File: config.mk
export PLATFORM = sky130hd
export DESIGN_NAME = var_delay_buffer
export DESIGN_NICKNAME = d
export VERILOG_FILES = /design/src/rtl/var_delay_buffer_pkg.sv /design/src/rtl/var_delay_buffer_stage.sv /design/src/rtl/var_delay_buffer.sv
export SDC_FILE = /design/constraint.sdc
export NUM_CORES = 1
export LEC_CHECK = 0
export ABC_CLOCK_PERIOD_IN_PS = 11000
export CELL_PAD_IN_SITES_DETAIL_PLACEMENT = 2
export CELL_PAD_IN_SITES_GLOBAL_PLACEMENT = 2
export CORE_ASPECT_RATIO = 0.9
export CORE_MARGIN = 4
export CORE_UTILIZATION = 45
export CTS_CLUSTER_SIZE = 16
export DETAILED_ROUTE_END_ITERATION = 7
export HOLD_SLACK_MARGIN = 0.05
export PLACE_DENSITY_LB_ADDON = 0.1
export SLEW_MARGIN = 20
export SYNTH_ARGS = -nofsm -noshare
export SYNTH_HDL_FRONTEND = slang
export SYNTH_SLANG_ARGS = --single-unit
File: constraint.sdc
create_clock -name clk -period 11 [get_ports clk]
set_clock_uncertainty 0.2 [all_clocks]
set_input_delay 2.2 -clock clk [delete_from_list [all_inputs] [get_ports clk]]
set_output_delay 2.2 -clock clk [all_outputs]
set_load 0.03 [all_outputs]
File: src/rtl/var_delay_buffer_pkg.sv
// Shared definitions for the variable-delay buffer: delay-port width
// derivation and the clamp applied to requested delays.
package var_delay_buffer_pkg;

    // Width needed to hold any delay value from 0 up to max_delay inclusive.
    function automatic int delay_width(input int max_delay);
        return $clog2(max_delay + 1);
    endfunction

    // Map a requested delay onto the legal range 1..max_delay.
    // A request of 0 would select no stage at all, so it becomes 1.
    function automatic int clamp_delay(input int req, input int max_delay);
        if (req < 1) begin
            return 1;
        end else if (req > max_delay) begin
            return max_delay;
        end
        return req;
    endfunction

endpackage

File: src/rtl/var_delay_buffer_stage.sv
// One physical stage of the delay line: an enabled register holding the
// sample data together with its valid tag.
module delay_stage #(
    parameter int W = 9
) (
    input  logic         clk,
    input  logic         rst,
    input  logic         en_i,
    input  logic [W-1:0] d_i,
    output logic [W-1:0] q_o
);

    logic [W-1:0] data_q;

    // Capture the incoming word when enabled; clear asynchronously on reset.
    always_ff @(posedge clk or posedge rst) begin
        if (rst) begin
            data_q <= '0;
        end else if (en_i) begin
            data_q <= d_i;
        end
    end

    assign q_o = data_q;

endmodule

File: src/rtl/var_delay_buffer.sv
// Variable-delay buffer: a fixed chain of MAX_DELAY stages with a runtime
// selectable output tap. A configuration load picks a new tap, wipes the
// valid tags so stale samples never appear, and restarts the fill counter.
module var_delay_buffer
    import var_delay_buffer_pkg::*;
#(
    parameter  int WIDTH         = 8,
    parameter  int MAX_DELAY     = 16,
    parameter  int DEFAULT_DELAY = 2,
    localparam int DW            = delay_width(MAX_DELAY)
) (
    input  logic             clk,
    input  logic             rst,
    input  logic             en,
    input  logic [WIDTH-1:0] d_in,
    input  logic             d_in_valid,
    input  logic [DW-1:0]    cfg_delay,
    input  logic             cfg_load,
    output logic [WIDTH-1:0] d_out,
    output logic             d_out_valid,
    output logic             primed,
    output logic [DW-1:0]    cur_delay
);

    // Each stage word is {data, valid}; valid sits in bit 0.
    localparam int SW = WIDTH + 1;

    logic [SW-1:0] stage_d [MAX_DELAY];
    logic [SW-1:0] stage_q [MAX_DELAY];
    logic          stage_en;
    logic [DW-1:0] cur_delay_d, cur_delay_q;
    logic [DW-1:0] fill_cnt_d, fill_cnt_q;
    logic [SW-1:0] tap;

    // A load must touch every stage (to drop valid tags) even with en low.
    assign stage_en = en | cfg_load;

    // Stage inputs: on a load each stage reloads its own data with the valid
    // tag cleared, so the incoming sample is dropped; otherwise shift by one.
    always_comb begin
        if (cfg_load) begin
            stage_d[0] = {stage_q[0][SW-1:1], 1'b0};
        end else begin
            stage_d[0] = {d_in, d_in_valid};
        end
        for (int k = 1; k < MAX_DELAY; k++) begin
            if (cfg_load) begin
                stage_d[k] = {stage_q[k][SW-1:1], 1'b0};
            end else begin
                stage_d[k] = stage_q[k-1];
            end
        end
    end

    for (genvar g = 0; g < MAX_DELAY; g++) begin : g_stage
        delay_stage #(
            .W (SW)
        ) u_stage (
            .clk  (clk),
            .rst  (rst),
            .en_i (stage_en),
            .d_i  (stage_d[g]),
            .q_o  (stage_q[g])
        );
    end

    // Next active delay and fill count: a load restarts filling at the new
    // delay; enabled cycles count up until the pipeline is full.
    always_comb begin
        cur_delay_d = cur_delay_q;
        fill_cnt_d  = fill_cnt_q;
        if (cfg_load) begin
            cur_delay_d = DW'(clamp_delay(int'(cfg_delay), MAX_DELAY));
            fill_cnt_d  = '0;
        end else if (en && (fill_cnt_q < cur_delay_q)) begin
            fill_cnt_d = fill_cnt_q + DW'(1);
        end
    end

    // Control registers, returning to the default delay on reset.
    always_ff @(posedge clk or posedge rst) begin
        if (rst) begin
            cur_delay_q <= DW'(DEFAULT_DELAY);
            fill_cnt_q  <= '0;
        end else begin
            cur_delay_q <= cur_delay_d;
            fill_cnt_q  <= fill_cnt_d;
        end
    end

    // Output tap: select stage[cur_delay-1] straight from the registers.
    always_comb begin
        tap = '0;
        for (int k = 0; k < MAX_DELAY; k++) begin
            if (cur_delay_q == DW'(k + 1)) begin
                tap = stage_q[k];
            end
        end
    end

    assign d_out       = tap[SW-1:1];
    assign d_out_valid = tap[0];
    assign primed      = (fill_cnt_q == cur_delay_q);
    assign cur_delay   = cur_delay_q;

endmodule

==> flow_summary.toml, run 1 <==
[run_status]
status = "finished clean"

[worst_setup_path]
crit_buf_inv = 2
critPathArrivalTime_ps = 4140
critical_path.top_delay_family = "buffers and inverters"
path_max_fanout = 38
max_stage_delay_ps = 1090
worst-r2r-setup-slack_ps = 7450
critPathSlowestCell = "dfstp_2"
worstSetupPathType = "reg -> out"
critPathLaunchType = "register"
end_kind = "output port"
reg2regPathDepth = 7
path_cells = "buf_4 > nand2b_1 > o22ai_1 > a2111oi_0 > o221ai_1 > a21oi_1 > clkdlybuf4s50_1"
cp_num_cells = 7
cp_data_required_time_ps = 8600

[global_route]
grt_antenna_before_repair = 0
grt_overflow_total = 0
grt_first_pass_wirelength_um = 35820
grt_pass1_vias = 6008
track_usage_pct = 23.81
grt_max_degree = 96

[yosys]
yosys-top-cells-area = "dfrtp_1 50%, mux2_2 20%, mux2i_1 4.2%"
yosysTopAreaCellShare_pct = 50.11
yosys.cell_types.count = 60
yosys_warnings = 0
syn-num-nets = 676
synth-edff-count = 0
async_reset_ff_share_pct = 100.0
synth_commonest_cells = "153 x dfrtp_1, 136 x mux2_2, 43 x nor2_1, 32 x mux2i_1, 32 x o21ai_0"
yosysMostFrequentCell = "dfrtp_1"
synth_area_mm2 = 0.007641
seq_area_frac_synth_pct = 50.45
yosysTopAreaCell = "dfrtp_1"
ys_ff_latch = 154
netlist_instances = 652
avgSynthCellArea_um2 = 11.72
synth_ff_type = "dfrtp_1"

[drt]
antenna_left = 0
drc = 0
wl_per_cell_um = 25.45
vias = 5440
wl_um = 22470
drt_first_pass_iters = 7
avgViaCountPerCell = 6.161
first_iter_violations = 312

[sta]
min_period_ps = 6540
tightest_slew_ps = 1075
setup_viol = 0
hold_viol = 0
fin_crit_sh_pct = 59.46
finalMaxSlewViolations = 0
fin_setup_tns_ps = 0
rsz0062_at_grt = "no"
timing.fmax_mhz = 152.9
max-slew-margin-rel_pct = 28.10

[clock_tree]
cts_hold_buf = 0
cts_buffers = 17
tritoncts = "yes"
htree_levels = 4
path_clk_slew_ps = 70
post_cts_resized = 0
cts.sinks = 154
clock_path_buffers = 2
clock_latency_ps = 430
cts_setup_buffers = 0
cts_root_buffer = "clkbuf_16"

[flow_run]
drv_cap = 0

[power_and_ir_drop]
peakVddDrop_mv = 0.1208
total_power_mw = 2.021
p_per_area_mw_per_mm2 = 232.9
p_leak_nw = 3.687

[layout]
final_layout_size_suffix_gt1_share_pct = 27.66
final_nets = 687
syn_to_final_growth_pct = 13.59
nFillCells = 1619
diodes = 0

[worst_hold_path]
min_delay_path_depth = 1
hp-class = "reg -> reg"

[floorplan]
coreArea_mm2 = 0.01641
start_util_pct = 46.58
die_w_um = 145.4
rows = 44
die_area_mm2 = 0.01913
die_h_um = 131.6
ios = 33

[place]
io_buffers = 32
hpwl_um = 14280
gp_congestion = 0.8560
sequential cells by signal (all words and copies together), names as in the netlist:
| register | cells |
|---|---|
| cur_delay | 5 |
| fill_cnt_q | 5 |
| g_stage.u_stage.q_o | 144 |
placed cells by master, fill, tap and decap left out, drive strengths merged, types with 5 or more instances in the layout:
cell	count
dfrtp	153
mux2	136
nor2	43
o21ai	33
mux2i	32
clkdlybuf4s50	32
a21oi	29
nand2	24
clkbuf	18
inv	16
o22ai	15
nand3	12
nor2b	9
a211oi	7
nor3	7
o211ai	7
nand2b	7
buf	7
a22oi	6
ha	6
clkinv	5
cells by family after synthesis:
group | after synthesis | synth area share (%)
muxes | 171 | 25.12
DFF | 154 | 50.45
AOI/OAI and AO/OA | 136 | 11.53
and+or+nand+nor | 122 | 7.860
buffers and inverters | 59 | 3.602
adders and majority gates | 6 | 0.9825
xor gates and xnor gates | 4 | 0.4584
layer usage:
metal	wire [um]	track usage [%]
met5	0	0
met4	297	6.329
met3	725	4.270
met2	11070	39.58
met1	10380	32.39
worst reg2reg max path: cells and delay by family (launching register included):
family | cells | cell delay (ps)
mux | 1 | 190
flops | 1 | 1090
simple gates | 2 | 160
fa+ha+maj | 1 | 510
compound gates | 2 | 600
buf+inv | 1 | 680
layout make-up:
cell class	count	area (um2)	share of cell area, %
Sequential cell	154	3856	44.43
Multi-Input combinational cell	439	3518	40.54
Clock buffer	18	439.2	5.060
Timing Repair Buffer	39	396.6	4.570
Tap cell	207	259.0	2.984
Clock inverter	14	160.2	1.845
Inverter	12	50.05	0.5766
per-stage QoR:
stage | cell area (um2) | hold WS (ps) | std cells | utilization, % | setup WS [ps]
after floorplan | 7641 | 266.8 | 652 | - | 4452
after global placement | 8049 | 286.1 | 850 | 49.06 | 4777
after detailed placement | 8077 | 300.0 | 851 | 49.23 | 4942
after CTS | 8676 | 312.1 | 883 | 52.88 | 4476
after global routing | 8680 | 330.6 | 883 | 52.91 | 4274
final | 8680 | 317.1 | 883 | 52.91 | 4460
power breakdown:
| part | switching [mW] | leakage, nW | total (mW) | internal, mW |
|---|---|---|---|---|
| clock network | 0.264 | 0.286 | 0.609 | 0.346 |
| logic | 0.213 | 1.45 | 0.469 | 0.255 |
| registers | 0.178 | 1.95 | 0.943 | 0.765 |
path summary, 6_finish.rpt:
check / endpoint / start
worst max-delay path: d_out[1] / cur_delay[1]
min in group asynchronous: g_stage[15].u_stage.q_o[1] / rst
worst min register to register: g_stage[11].u_stage.q_o[8] / g_stage[10].u_stage.q_o[8]
worst max register to register: fill_cnt_q[1] / cur_delay[1]
max in group asynchronous: cur_delay[0] / rst
worst min-delay path: g_stage[11].u_stage.q_o[8] / g_stage[10].u_stage.q_o[8]
Note: power is estimated with default switching activity, not from simulation.
==> run 2: changes to the inputs <==
--- a/config.mk
+++ b/config.mk
@@ -5,12 +5,12 @@
 export SDC_FILE = /design/constraint.sdc
 export NUM_CORES = 1
 export LEC_CHECK = 0
-export ABC_CLOCK_PERIOD_IN_PS = 11000
+export ABC_CLOCK_PERIOD_IN_PS = 6700
 export CELL_PAD_IN_SITES_DETAIL_PLACEMENT = 2
 export CELL_PAD_IN_SITES_GLOBAL_PLACEMENT = 2
 export CORE_ASPECT_RATIO = 0.9
 export CORE_MARGIN = 4
-export CORE_UTILIZATION = 45
+export CORE_UTILIZATION = 42
 export CTS_CLUSTER_SIZE = 16
 export DETAILED_ROUTE_END_ITERATION = 7
 export HOLD_SLACK_MARGIN = 0.05
==> constraint.sdc (replaced) <==
create_clock -name clk -period 6.7 [get_ports clk]
set_clock_uncertainty 0.2 [all_clocks]
set_input_delay 1.34 -clock clk [delete_from_list [all_inputs] [get_ports clk]]
set_output_delay 1.34 -clock clk [all_outputs]
set_load 0.03 [all_outputs]
==> run 2 against run 1 <==
Die area rose by 6.7%. Core utilization fell by 3.8 points. Non-clock buffer count rose by 2. Highest routed layer unchanged. First-iteration DRC count rose by 16%. Critical endpoint unchanged.
==> flow_summary.toml, run 2 (same netlist as run 1, synthesis figures left out) <==
[run_status]
status = "finished clean"

[power_and_ir_drop]
p_per_area_mw_per_mm2 = 377.2
total_power_mw = 3.285
peakVddDrop_mv = 0.1639
p_leak_nw = 3.675

[layout]
largest_reg_flops = 144
post-route-util_pct = 49.12
layout_common_cells = "152 x dfrtp_1, 136 x mux2_2, 43 x nor2_1"
final_layout_size_suffix_gt1_share_pct = 27.73
final_common_cell = "dfrtp_1"
syn_to_final_growth_pct = 13.97
final_area_mm2 = 0.008708
diodes = 0
stdcell_count = 918
final_nets = 689

[drt]
first_iter_violations = 362
vias = 5349
drt_first_pass_iters = 5
highest_layer = "met4"
met2_length_um = 10930
drt-met1-wl_um = 10470
antenna_left = 0
avgViaCountPerCell = 5.827
wl_um = 22470
drc = 0
met3_length_um = 841
wl_per_cell_um = 24.48

[worst_setup_path]
cp_data_required_time_ps = 5160
critPathArrivalTime_ps = 3770
max_stage_delay_ps = 960
critPathLaunchType = "register"
worstSetupPathType = "reg -> out"
critical_path.top_delay_family = "compound AO/OA/AOI/OAI gates"
reg2regPathDepth = 7
crit_buf_inv = 2
path_cells = "buf_4 > o22ai_1 > a2111oi_0 > o221ai_1 > a21oi_1 > clkdlybuf4s50_1"
cp_num_cells = 6
path_max_fanout = 39
worst-r2r-setup-slack_ps = 3470
end_kind = "output port"
critPathSlowestCell = "dfrtp_2"

[floorplan]
start_util_pct = 43.10
rows = 46
ios = 33
coreArea_mm2 = 0.01773
die_h_um = 136.0
die_w_um = 150.2
die_area_mm2 = 0.02042

[place]
placed_cells = 886
place_area_mm2 = 0.008138
dp_slack_ps = 1836
gp_congestion = 0.8297
hpwl_um = 14880
io_buffers = 32

[clock_tree]
cts_setup_buffers = 0
clock_latency_ps = 430
htree_levels = 4
clock_path_buffers = 2
post_cts_resized = 0
tritoncts = "yes"
cts.sinks = 154
path_clk_slew_ps = 70
cts_root_buffer = "clkbuf_16"
cts_hold_buf = 0
cts_buffers = 17

[flow_run]
drv_cap = 0

[worst_hold_path]
hp-class = "reg -> reg"
min_delay_path_depth = 1

[global_route]
grt_first_pass_wirelength_um = 36550
grt_pass1_vias = 6052
grt_max_degree = 117
grt_antenna_before_repair = 0
track_usage_pct = 23.66
grt_overflow_total = 0

[sta]
timing.fmax_mhz = 188.3
fin_setup_tns_ps = 0
setup_viol = 0
min_period_ps = 5310
tightest_slew_ps = 937.0
finalMaxSlewViolations = 0
timing.hold.ws_ps = 315.0
max-slew-margin-rel_pct = 37.40
fin_crit_sh_pct = 79.25
hold_viol = 0
rsz0062_at_grt = "no"
fin_ws_ps = 1390
## run 2: power by group
group          switching (mW)  total, mW  internal (mW)  leakage [nW]
clock network           0.430      0.950          0.520         0.264
logic                   0.345      0.766          0.421          1.46
registers               0.313       1.57           1.26          1.95
total                    1.09       3.29           2.20          3.68
## run 2: area by class of cell
class	instances	area [um2]
Sequential cell	154	3856
Tap cell	240	300.3
Multi-Input combinational cell	439	3518
Timing Repair Buffer	41	412.9
Fill cell	1807	9019
Inverter	12	52.55
Clock buffer	18	429.2
Clock inverter	14	138.9
## run 2: worst reg2reg max path, stage by stage (launching register included)
cell and delay (ps):
dfstp_2 940, clkinv_1 530, ha_1 440, nand4_1 110, o21ai_0 460, a21oi_1 170, xnor2_1 200, nor2_1 60
## run 2: final timing paths
path / start / endpoint
worst min-delay path: g_stage[10].u_stage.q_o[8] / g_stage[11].u_stage.q_o[8]
min in group asynchronous: rst / g_stage[12].u_stage.q_o[7]
max in group asynchronous: rst / cur_delay[0]
worst max register to register: cur_delay[1] / fill_cnt_q[0]
worst min register to register: g_stage[10].u_stage.q_o[8] / g_stage[11].u_stage.q_o[8]
worst max-delay path: cur_delay[0] / d_out[1]
## run 2: per-layer routing
metal,up-vias,global-route usage [%]
met5,-,0
met4,0,6.555
met3,18,4.200
met2,91,38.50
met1,2819,32.73
li1,2421,-
==> run 3: changes to the inputs <==
--- a/config.mk
+++ b/config.mk
@@ -5,12 +5,12 @@
 export SDC_FILE = /design/constraint.sdc
 export NUM_CORES = 1
 export LEC_CHECK = 0
-export ABC_CLOCK_PERIOD_IN_PS = 6700
+export ABC_CLOCK_PERIOD_IN_PS = 4570
 export CELL_PAD_IN_SITES_DETAIL_PLACEMENT = 2
 export CELL_PAD_IN_SITES_GLOBAL_PLACEMENT = 2
 export CORE_ASPECT_RATIO = 0.9
 export CORE_MARGIN = 4
-export CORE_UTILIZATION = 42
+export CORE_UTILIZATION = 38
 export CTS_CLUSTER_SIZE = 16
 export DETAILED_ROUTE_END_ITERATION = 7
 export HOLD_SLACK_MARGIN = 0.05
==> constraint.sdc (replaced) <==
create_clock -name clk -period 4.57 [get_ports clk]
set_clock_uncertainty 0.2 [all_clocks]
set_input_delay 0.914 -clock clk [delete_from_list [all_inputs] [get_ports clk]]
set_output_delay 0.914 -clock clk [all_outputs]
set_load 0.03 [all_outputs]
==> run 3 against run 2 <==
Combinational power is 53% higher. Non-clock buffer count is 13 higher. Final area up 2.4%. Critical path type unchanged. Largest cell class unchanged.
==> flow_summary.toml, run 3 (same netlist as run 1, synthesis figures left out) <==
[clock_tree]
clock_latency_ps = 420
cts_setup_buffers = 0
path_clk_slew_ps = 60
htree_levels = 4
clock_path_buffers = 2
tritoncts = "yes"
cts.sinks = 154
cts_buffers = 17
cts_root_buffer = "clkbuf_16"

[worst_setup_path]
critical_path.top_delay_family = "compound AO/OA/AOI/OAI gates"
critPathArrivalTime_ps = 3230
reg2regPathDepth = 8
regToRegEndpoint = "fill_cnt_q[0]"
crit_buf_inv = 1
critPathSlowestCell = "dfrtp_1"
critPathLaunchType = "register"
path_cells = "nor2b_1 > a21oi_1 > a2111oi_0 > o41ai_1 > a211o_1 > buf_4"
r2r_start = "cur_delay[1]"
end_kind = "output port"
path_max_fanout = 21
worstSetupPathType = "reg -> out"
max_stage_delay_ps = 780
worst-r2r-setup-slack_ps = 1450
cp_data_required_time_ps = 3460

[layout]
final_area_mm2 = 0.008917
layout_common_cells = "152 x dfrtp_1, 136 x mux2_2, 42 x nor2_1"
diodes = 0
largest_reg_flops = 144
final_common_cell = "dfrtp_1"
post-route-util_pct = 45.83
final_layout_size_suffix_gt1_share_pct = 30.00
final_nets = 702
syn_to_final_growth_pct = 16.70

[place]
hpwl_um = 15420
gp_congestion = 0.8379
place_area_mm2 = 0.008287
dp_slack_ps = 483.7
io_buffers = 32

[floorplan]
die_area_mm2 = 0.02244
die_h_um = 142.5
rows = 48
ios = 33
die_w_um = 157.5
coreArea_mm2 = 0.01946
start_util_pct = 39.27

[drt]
antenna_left = 0
drt_first_pass_iters = 7
first_iter_violations = 308
avgViaCountPerCell = 5.728
drc = 0
wl_per_cell_um = 23.99
vias = 5384
wl_um = 22550

[sta]
rsz0062_at_grt = "no"
hold_viol = 0
min_period_ps = 4342
max-slew-margin-rel_pct = 40.74
fin_setup_tns_ps = 0
fin_ws_ps = 227.7
setup_viol = 0
timing.fmax_mhz = 230.3
tightest_slew_ps = 888.9
finalMaxSlewViolations = 0
fin_crit_sh_pct = 95.02

[power_and_ir_drop]
peakVddDrop_mv = 0.2345
internal_power_mw = 3.365
switchingPower_mw = 1.538
p_per_area_mw_per_mm2 = 549.9
total_power_mw = 4.904
p_clk_share_pct = 29.6
swShare_pct = 31.37
p_leak_nw = 3.791
p_seq_share_pct = 46.6
combPwrFrac_pct = 23.8

[global_route]
grt_first_pass_wirelength_um = 36230
grt_antenna_before_repair = 0
grt_max_degree = 100
grt_overflow_total = 0
grt_pass1_vias = 5920
track_usage_pct = 21.14

[worst_hold_path]
hp-start = "g_stage[4].u_stage.q_o[4]"
min_to = "g_stage[5].u_stage.q_o[4]"
hp-class = "reg -> reg"
min_delay_path_depth = 1

[run_status]
status = "finished clean"

[flow_run]
drv_cap = 0
## run 3: layer usage
metal / global-route usage (%) / vias up / wire length (um) / share of wire, %
met2: 33.69 / 68 / 10900 / 48
met4: 4.934 / 0 / 193 / 0.86
met1: 30.13 / 2862 / 10900 / 48
li1: - / 2444 / - / -
met3: 3.892 / 10 / 555 / 2.5
met5: 0 / - / 0 / 0
## run 3: worst max path at each step
stage / startpoint / end / slack (ps) / cells after the start
4_1_cts: cur_delay[4] / d_out[2] / 160 / 6
3_5_place_dp: cur_delay[3] / d_out_valid / 480 / 5
6_report: cur_delay[2] / d_out[6] / 230 / 6
2_1_floorplan: cur_delay[2] / d_out[3] / 860 / 7
3_3_place_gp: cur_delay[4] / d_out[1] / 480 / 5
5_1_grt: cur_delay[1] / primed / 50 / 6
## run 3: cell type report
class	count	area, um2
flip-flops and latches	154	3856
well taps	250	312.8
clock inverters	9	141.4
inverters	12	52.55
repair buffers	54	570.5
multi-input cells	439	3530
fillers	1966	10540
clock buffers	22	454.2
## run 3: power by group through the flow
stage | combinational (mW) | clock (mW) | sequential [mW]
floorplan | 0.868 | 0 | 2.10
global placement | 1.11 | 0 | 2.25
detailed placement | 1.16 | 0 | 2.29
CTS | 1.18 | 1.49 | 2.28
global route | 1.28 | 1.55 | 2.36
finish | 1.17 | 1.45 | 2.29
## run 3: timing repair
item,4_1_cts,5_1_grt
hold endpoints to repair,0,0
setup endpoints to repair,1,4
hold buffers,0,0
resized for setup,2,3
## run 3: through the flow
| stage | hold slack [ps] | cells |
|---|---|---|
| after floorplan | 266.8 | 652 |
| after global placement | 284.7 | 908 |
| after detailed placement | 296.1 | 908 |
| after CTS | 306.6 | 939 |
| after global routing | 324.0 | 940 |
| final | 299.9 | 940 |
## run 3: worst reg2reg max path, stage by stage, from the launching register on
cell and delay (ps):
dfstp_2 800, buf_4 270, clkinv_1 340, ha_1 420, nand4_1 120, o21ai_0 420
a21oi_1 170, xnor2_1 210, nor2_1 60
